**src/rtl/fp_mul_pkg.sv**
```systemverilog
// Shared types and helpers for the pipelined minifloat multiplier.
// Pack helpers return 32-bit words; callers slice to their own width.
package fp_mul_pkg;

  typedef enum logic [1:0] {CLS_ZERO, CLS_NORM, CLS_INF} op_class_e;

  localparam int FLG_INEXACT   = 0;
  localparam int FLG_UNDERFLOW = 1;
  localparam int FLG_OVERFLOW  = 2;
  localparam int FLG_INVALID   = 3;

  function automatic int bias(input int exp_w);
    return (1 << (exp_w - 1)) - 1;
  endfunction

  function automatic logic [31:0] pack_inf(input int exp_w, input int man_w, input logic sgn);
    return (32'(sgn) << (exp_w + man_w)) | (((32'd1 << exp_w) - 32'd1) << man_w);
  endfunction

  // Canonical NaN: positive, all-ones exponent, mantissa MSB set.
  function automatic logic [31:0] pack_nan(input int exp_w, input int man_w);
    return pack_inf(exp_w, man_w, 1'b0) | (32'd1 << (man_w - 1));
  endfunction

endpackage

```
**src/rtl/fp_mul_round.sv**
```systemverilog
// Final stage of the multiplier: normalise, round-to-nearest-even,
// range check, special-value override and packing. Purely combinational.
module fp_mul_round
  import fp_mul_pkg::*;
#(
  parameter  int EXP_W = 3,
  parameter  int MAN_W = 4,
  localparam int W     = 1 + EXP_W + MAN_W,
  localparam int P     = 2 * MAN_W + 2
) (
  input  logic                    sgn,
  input  op_class_e               cls_a,
  input  op_class_e               cls_b,
  input  logic signed [EXP_W+1:0] esum,
  input  logic [P-1:0]            prod,
  output logic [W-1:0]            result,
  output logic [3:0]              flags
);

  localparam logic signed [EXP_W+1:0] E_MAX = (EXP_W+2)'((1 << EXP_W) - 1);

  logic [P-1:0]            norm;
  logic [MAN_W-1:0]        mant;
  logic                    guard, sticky, rnd_up, ovf, unf;
  logic [MAN_W:0]          mant_r;
  logic signed [EXP_W+1:0] e_fin;

  // Leading one always lands in norm[P-1]; product is in [1,4).
  assign norm   = prod[P-1] ? prod : prod << 1;
  assign mant   = norm[P-2 -: MAN_W];
  assign guard  = norm[MAN_W];
  assign sticky = |norm[MAN_W-1:0];
  assign rnd_up = guard & (sticky | mant[0]);
  // On carry-out the low MAN_W bits are already zero (1.11..1 + ulp = 10.00..0).
  assign mant_r = {1'b0, mant} + {{MAN_W{1'b0}}, rnd_up};
  assign e_fin  = esum + (EXP_W+2)'(prod[P-1]) + (EXP_W+2)'(mant_r[MAN_W]);
  assign ovf    = !e_fin[EXP_W+1] && (e_fin >= E_MAX);
  assign unf    = e_fin[EXP_W+1] || (e_fin == '0);

  always_comb begin
    result = '0;
    flags  = '0;
    if ((cls_a == CLS_ZERO && cls_b == CLS_INF) || (cls_a == CLS_INF && cls_b == CLS_ZERO)) begin
      result             = W'(pack_nan(EXP_W, MAN_W));
      flags[FLG_INVALID] = 1'b1;
    end else if (cls_a == CLS_INF || cls_b == CLS_INF) begin
      result = W'(pack_inf(EXP_W, MAN_W, sgn));
    end else if (cls_a == CLS_ZERO || cls_b == CLS_ZERO) begin
      result = {sgn, {(W-1){1'b0}}};
    end else if (ovf) begin
      result              = W'(pack_inf(EXP_W, MAN_W, sgn));
      flags[FLG_OVERFLOW] = 1'b1;
      flags[FLG_INEXACT]  = 1'b1;
    end else if (unf) begin
      result               = {sgn, {(W-1){1'b0}}};
      flags[FLG_UNDERFLOW] = 1'b1;
      flags[FLG_INEXACT]   = 1'b1;
    end else begin
      result             = {sgn, e_fin[EXP_W-1:0], mant_r[MAN_W-1:0]};
      flags[FLG_INEXACT] = guard | sticky;
    end
  end

endmodule

```
**src/rtl/fp_mul_pipe.sv**
```systemverilog
// Three-stage pipelined minifloat multiplier with valid/ready streaming.
// All stages advance together; a stalled output freezes the whole pipe.
module fp_mul_pipe
  import fp_mul_pkg::*;
#(
  parameter  int EXP_W = 3,
  parameter  int MAN_W = 4,
  localparam int W     = 1 + EXP_W + MAN_W
) (
  input  logic         clk,
  input  logic         rst_n,
  input  logic         in_valid,
  output logic         in_ready,
  input  logic [W-1:0] a,
  input  logic [W-1:0] b,
  output logic         out_valid,
  input  logic         out_ready,
  output logic [W-1:0] result,
  output logic [3:0]   flags
);

  localparam int STAGES = 3;
  localparam int P      = 2 * MAN_W + 2;
  localparam logic signed [EXP_W+1:0] BIAS_E = (EXP_W+2)'(bias(EXP_W));

  function automatic op_class_e classify(input logic [EXP_W-1:0] e);
    if (e == '0) return CLS_ZERO;
    if (e == '1) return CLS_INF;
    return CLS_NORM;
  endfunction

  logic [STAGES:1]         vld_q;
  logic [STAGES:0]         vld_pipe;
  logic                    advance;

  logic                    s1_sgn, s2_sgn;
  op_class_e               s1_cls_a, s1_cls_b, s2_cls_a, s2_cls_b;
  logic signed [EXP_W+1:0] s1_esum, s2_esum;
  logic [MAN_W-1:0]        s1_ma, s1_mb;
  logic [P-1:0]            s2_prod;
  logic [W-1:0]            rnd_result;
  logic [3:0]              rnd_flags;

  assign vld_pipe  = {vld_q, in_valid};
  assign out_valid = vld_q[STAGES];
  assign advance   = !out_valid || out_ready;
  assign in_ready  = advance;

  always_ff @(posedge clk or negedge rst_n) begin
    if (!rst_n) begin
      vld_q  <= '0;
      result <= '0;
      flags  <= '0;
    end else if (advance) begin
      vld_q <= vld_pipe[STAGES-1:0];
      if (vld_pipe[STAGES-1]) begin
        result <= rnd_result;
        flags  <= rnd_flags;
      end
    end
  end

  // Datapath registers carry no reset; their contents are qualified by vld_q.
  always_ff @(posedge clk) begin
    if (advance && vld_pipe[0]) begin
      s1_sgn   <= a[W-1] ^ b[W-1];
      s1_cls_a <= classify(a[W-2 -: EXP_W]);
      s1_cls_b <= classify(b[W-2 -: EXP_W]);
      s1_esum  <= $signed({2'b00, a[W-2 -: EXP_W]}) + $signed({2'b00, b[W-2 -: EXP_W]}) - BIAS_E;
      s1_ma    <= a[MAN_W-1:0];
      s1_mb    <= b[MAN_W-1:0];
    end
    if (advance && vld_pipe[1]) begin
      s2_sgn   <= s1_sgn;
      s2_cls_a <= s1_cls_a;
      s2_cls_b <= s1_cls_b;
      s2_esum  <= s1_esum;
      s2_prod  <= P'({1'b1, s1_ma}) * P'({1'b1, s1_mb});
    end
  end

  fp_mul_round #(.EXP_W(EXP_W), .MAN_W(MAN_W)) u_round (
    .sgn    (s2_sgn),
    .cls_a  (s2_cls_a),
    .cls_b  (s2_cls_b),
    .esum   (s2_esum),
    .prod   (s2_prod),
    .result (rnd_result),
    .flags  (rnd_flags)
  );

endmodule

```
**config.mk**
```make
export PLATFORM = sky130hd
export DESIGN_NAME = fp_mul_pipe
export DESIGN_NICKNAME = d
export VERILOG_FILES = /design/src/rtl/fp_mul_pkg.sv /design/src/rtl/fp_mul_round.sv /design/src/rtl/fp_mul_pipe.sv
export SDC_FILE = /design/constraint.sdc
export NUM_CORES = 1
export LEC_CHECK = 0
export ABC_AREA = 1
export CORE_UTILIZATION = 45
export DETAILED_ROUTE_END_ITERATION = 8
export PLACE_DENSITY = 0.68
export SYNTH_ARGS = -nofsm -noshare
export SYNTH_HDL_FRONTEND = slang
export SYNTH_SLANG_ARGS = --single-unit
```
**constraint.sdc**
```tcl
create_clock -name clk -period 3.28 [get_ports clk]
set_input_delay 0.328 -clock clk [delete_from_list [all_inputs] [get_ports clk]]
set_output_delay 0.328 -clock clk [all_outputs]
set_load 0.01 [all_outputs]
```
==> metrics <==
status=finished, final reports clean; pin count of the biggest net entering global routing=22; Die Span X=85.59 microns; height of the chip=roughly 86 microns; dpl hpwl=3.998 mm; Setup Fix Bufs, Post-CTS=0; CP Data Required Time=between 3 and 4 ns; register area=0.001516 sq mm; met2 GRT Util=between 20% and 30%; Max-Cap Viols=0; H-tree depth=2; fill count=624; Place WS=-0.001353 ns; starting density of the core=between 40% and 50%; Critical Path Source Type=flip-flop; Routed Antenna Nets=0; flop and latch count out of synthesis=53; Clk pwr share=~17%; top cells by area, synth=edfxtp_1 36%, dfrtp_1 12%, nand2_1 10%; post-synthesis sequential area ratio=48.23%; first-iteration detailed-routing DRC count=between 60 and 70; Fmax achieved=about 320 MHz; most common cell type on the critical path=nand2_1; slowest stage delay, CP=roughly 0.52 ns; most numerous cell in the Yosys netlist=nand2_1; largest area contributor in the netlist=edfxtp_1; nets@finish=423; endpoints failing hold=0; Synth cell types=31; CTS tree=built; Crit-path slowest cell=fa_1; busiest layer in global routing=met2; min-delay worst type=input pin to asynchronous set/reset pin; LEAKAGE=between 1.5 and 2 nW; EDFF count, synth=38; Worst Path Max Fanout=6; combinational group share of total power=~43%; # clock sinks=53; Rows=30; slack of the critical path=0.1319 ns; drt wl/cell=roughly 11 microns; die area=0.007326 sq mm; CTS Buffer Depth=2; ys async rst share=28.30%; syn_area_per_cell=9.705 sq um; Non-Filler Instances=about 450; fin. max-slew vios=0; Core Region=0.006756 sq mm; Syn Inst Count=324; CP Capture Type=flip-flop; antenna cell count=0; Sw Share=about 36%; Synth Cell Area=around 0.0031 sq mm; Congestion Overflow GR=0; DR DRC count=0; RSZ-0062 raised after global routing=no; Total GRT Usage=between 10% and 20%; Multi-input gate area=0.001366 sq mm; number of synthesis warnings=0; layout cells sized above 1=9.214%; internal power=about 1.7 mW; worst hold slack=~0.42 ns; vias per cell=4.719; worst slew pin tran=around 0.65 ns; antenna violations before repair=0; crit path kind=flip-flop to flip-flop; Cells after DPL=roughly 440; met3 global-route usage=between 3 and 4%; Total Power=around 2.6 mW; Tcrit/Tclk final=between 90% and 100%; First-pass DRT Iterations=4; sequential share of power=about two fifths; cts hold-fix bufs=0; total wire length=slightly below 5 mm; CTS buffer count=5; clock root buffer=clkbuf_8; Worst slew margin=56.25%; WP buf/inv=3; Worst Clk Skew=roughly 0.0061 ns; via count=2119; vias in the first global route=2106; syn_nets=~380; share of the synthesized area in the top cell type=~36%; highest ir drop seen on vdd=between 0.0002 and 0.0003 V; Ports=34; Buffers on Ports=33; Clock Latency Late Sink=approximately 0.30 ns; synth cell count leaders=84 x nand2_1, 68 x inv_1, 38 x edfxtp_1; critical path, cell by cell=nand2_1 -> inv_1 -> fa_1 -> inv_1 -> fa_1 -> fa_1 -> inv_1 -> ha_4 -> nand2_1 -> nand2_1 -> a21oi_1 -> nand2_1 -> xor2_1; predominant post-synthesis flop cell=edfxtp_1; first-pass GRT wire length=8.500 mm; endpoints failing setup=0; routability cong.=0.8123; Reg clk slew, reported paths=0.09 ns; Layout area overhead=18.66%; family with the most delay on the worst path=adder cells; Tmin final=about 3.1 ns; WP data arrival=3.20 ns; pwr dens=687.6 mW/mm^2; met1 Use GR=16.26%; Net Sw Power=between 0.9 and 1 mW
==> flip-flops by register name, summed over array words and instances, names as in the netlist <==
signal,count
s2_prod,10
result,8
s1_esum,5
s2_esum,5
flags,4
s1_ma,4
s1_mb,4
vld_q,3
s1_cls_a,2
s1_cls_b,2
s2_cls_a,2
s2_cls_b,2
s1_sgn,1
s2_sgn,1
==> per-stage QoR <==
step                      cell area, sq um  utilization (%)   TNS [ns]
after floorplan                       3144                -          0
after global placement                3607            53.39          0
after detailed placement              3607            53.39  -0.001353
after CTS                             3726            55.15          0
after global routing                  3731            55.22          0
final                                 3731            55.22          0
==> placed cells by master (no fill, tap or decap), types with 7 or more instances in the layout <==
cell,n
dfrtp_1,15
nand2_1,84
edfxtp_1,38
xor2_1,7
clkdlybuf4s50_1,33
fa_1,11
ha_1,23
inv_1,68
nor2_1,15
nand3_1,12
==> repair_timing <==
item	in CTS	in global routing
setup endpoints to repair	1	1
pin swaps	0	1
gates cloned	0	0
gates resized for setup	1	1
==> final timing paths <==
| path | from | to | slack [ns] | cells after the start |
|---|---|---|---|---|
| setup / recovery | s1_ma[1]$_DFFE_PP_ | s2_prod[7]$_DFFE_PP_ | 0.13 | 13 |
| hold / removal | rst_n | result[5]$_DFFE_PN0P_ | 0.42 | 1 |
| setup reg to reg | s1_ma[1]$_DFFE_PP_ | s2_prod[7]$_DFFE_PP_ | 0.13 | 13 |
| hold reg to reg | s1_esum[2]$_DFFE_PP_ | s2_esum[2]$_DFFE_PP_ | 0.42 | 0 |
| max in group asynchronous | rst_n | result[2]$_DFFE_PN0P_ | 2.44 | 1 |
| min in group clk | s1_esum[2]$_DFFE_PP_ | s2_esum[2]$_DFFE_PP_ | 0.42 | 0 |
==> power groups by stage <==
| stage | logic (mW) | clock network, mW | registers, mW |
|---|---|---|---|
| floorplan | 0.737 | 0 | 1.06 |
| global placement | 1.07 | 0 | 1.04 |
| detailed placement | 1.10 | 0 | 1.04 |
| CTS | 1.12 | 0.432 | 1.03 |
| global route | 1.27 | 0.457 | 1.05 |
| finish | 1.11 | 0.424 | 1.03 |
==> cells by family (layout without fill, tap and decap cells) <==
| logic type | count (synthesis) | after routing | synth area share (%) |
|---|---|---|---|
| AO/OA/AOI/OAI | 20 | 20 | 4.098 |
| XOR/XNOR | 9 | 9 | 2.746 |
| AND/OR/NAND/NOR | 134 | 134 | 19.50 |
| flip-flops | 53 | 53 | 48.23 |
| adder cells (fa/ha/maj) | 35 | 35 | 16.55 |
| buffers and inverters | 73 | 118 | 8.874 |
==> layer usage <==
layer / vias up / wire length (microns)
met3: 5 / 166
li1: 1112 / -
met2: 41 / 2496
met1: 961 / 2143
met4: 0 / 45
met5: - / 0
==> area by class of cell <==
class,instances,share of cell area (%)
Timing Repair Buffer,39,10.06
Sequential cell,53,40.64
Clock inverter,2,0.9054
Multi-Input combinational cell,198,36.62
Clock buffer,6,1.945
Tap cell,80,2.683
Inverter,71,7.143
No activity file was read; power rests on OpenSTA's default activity.
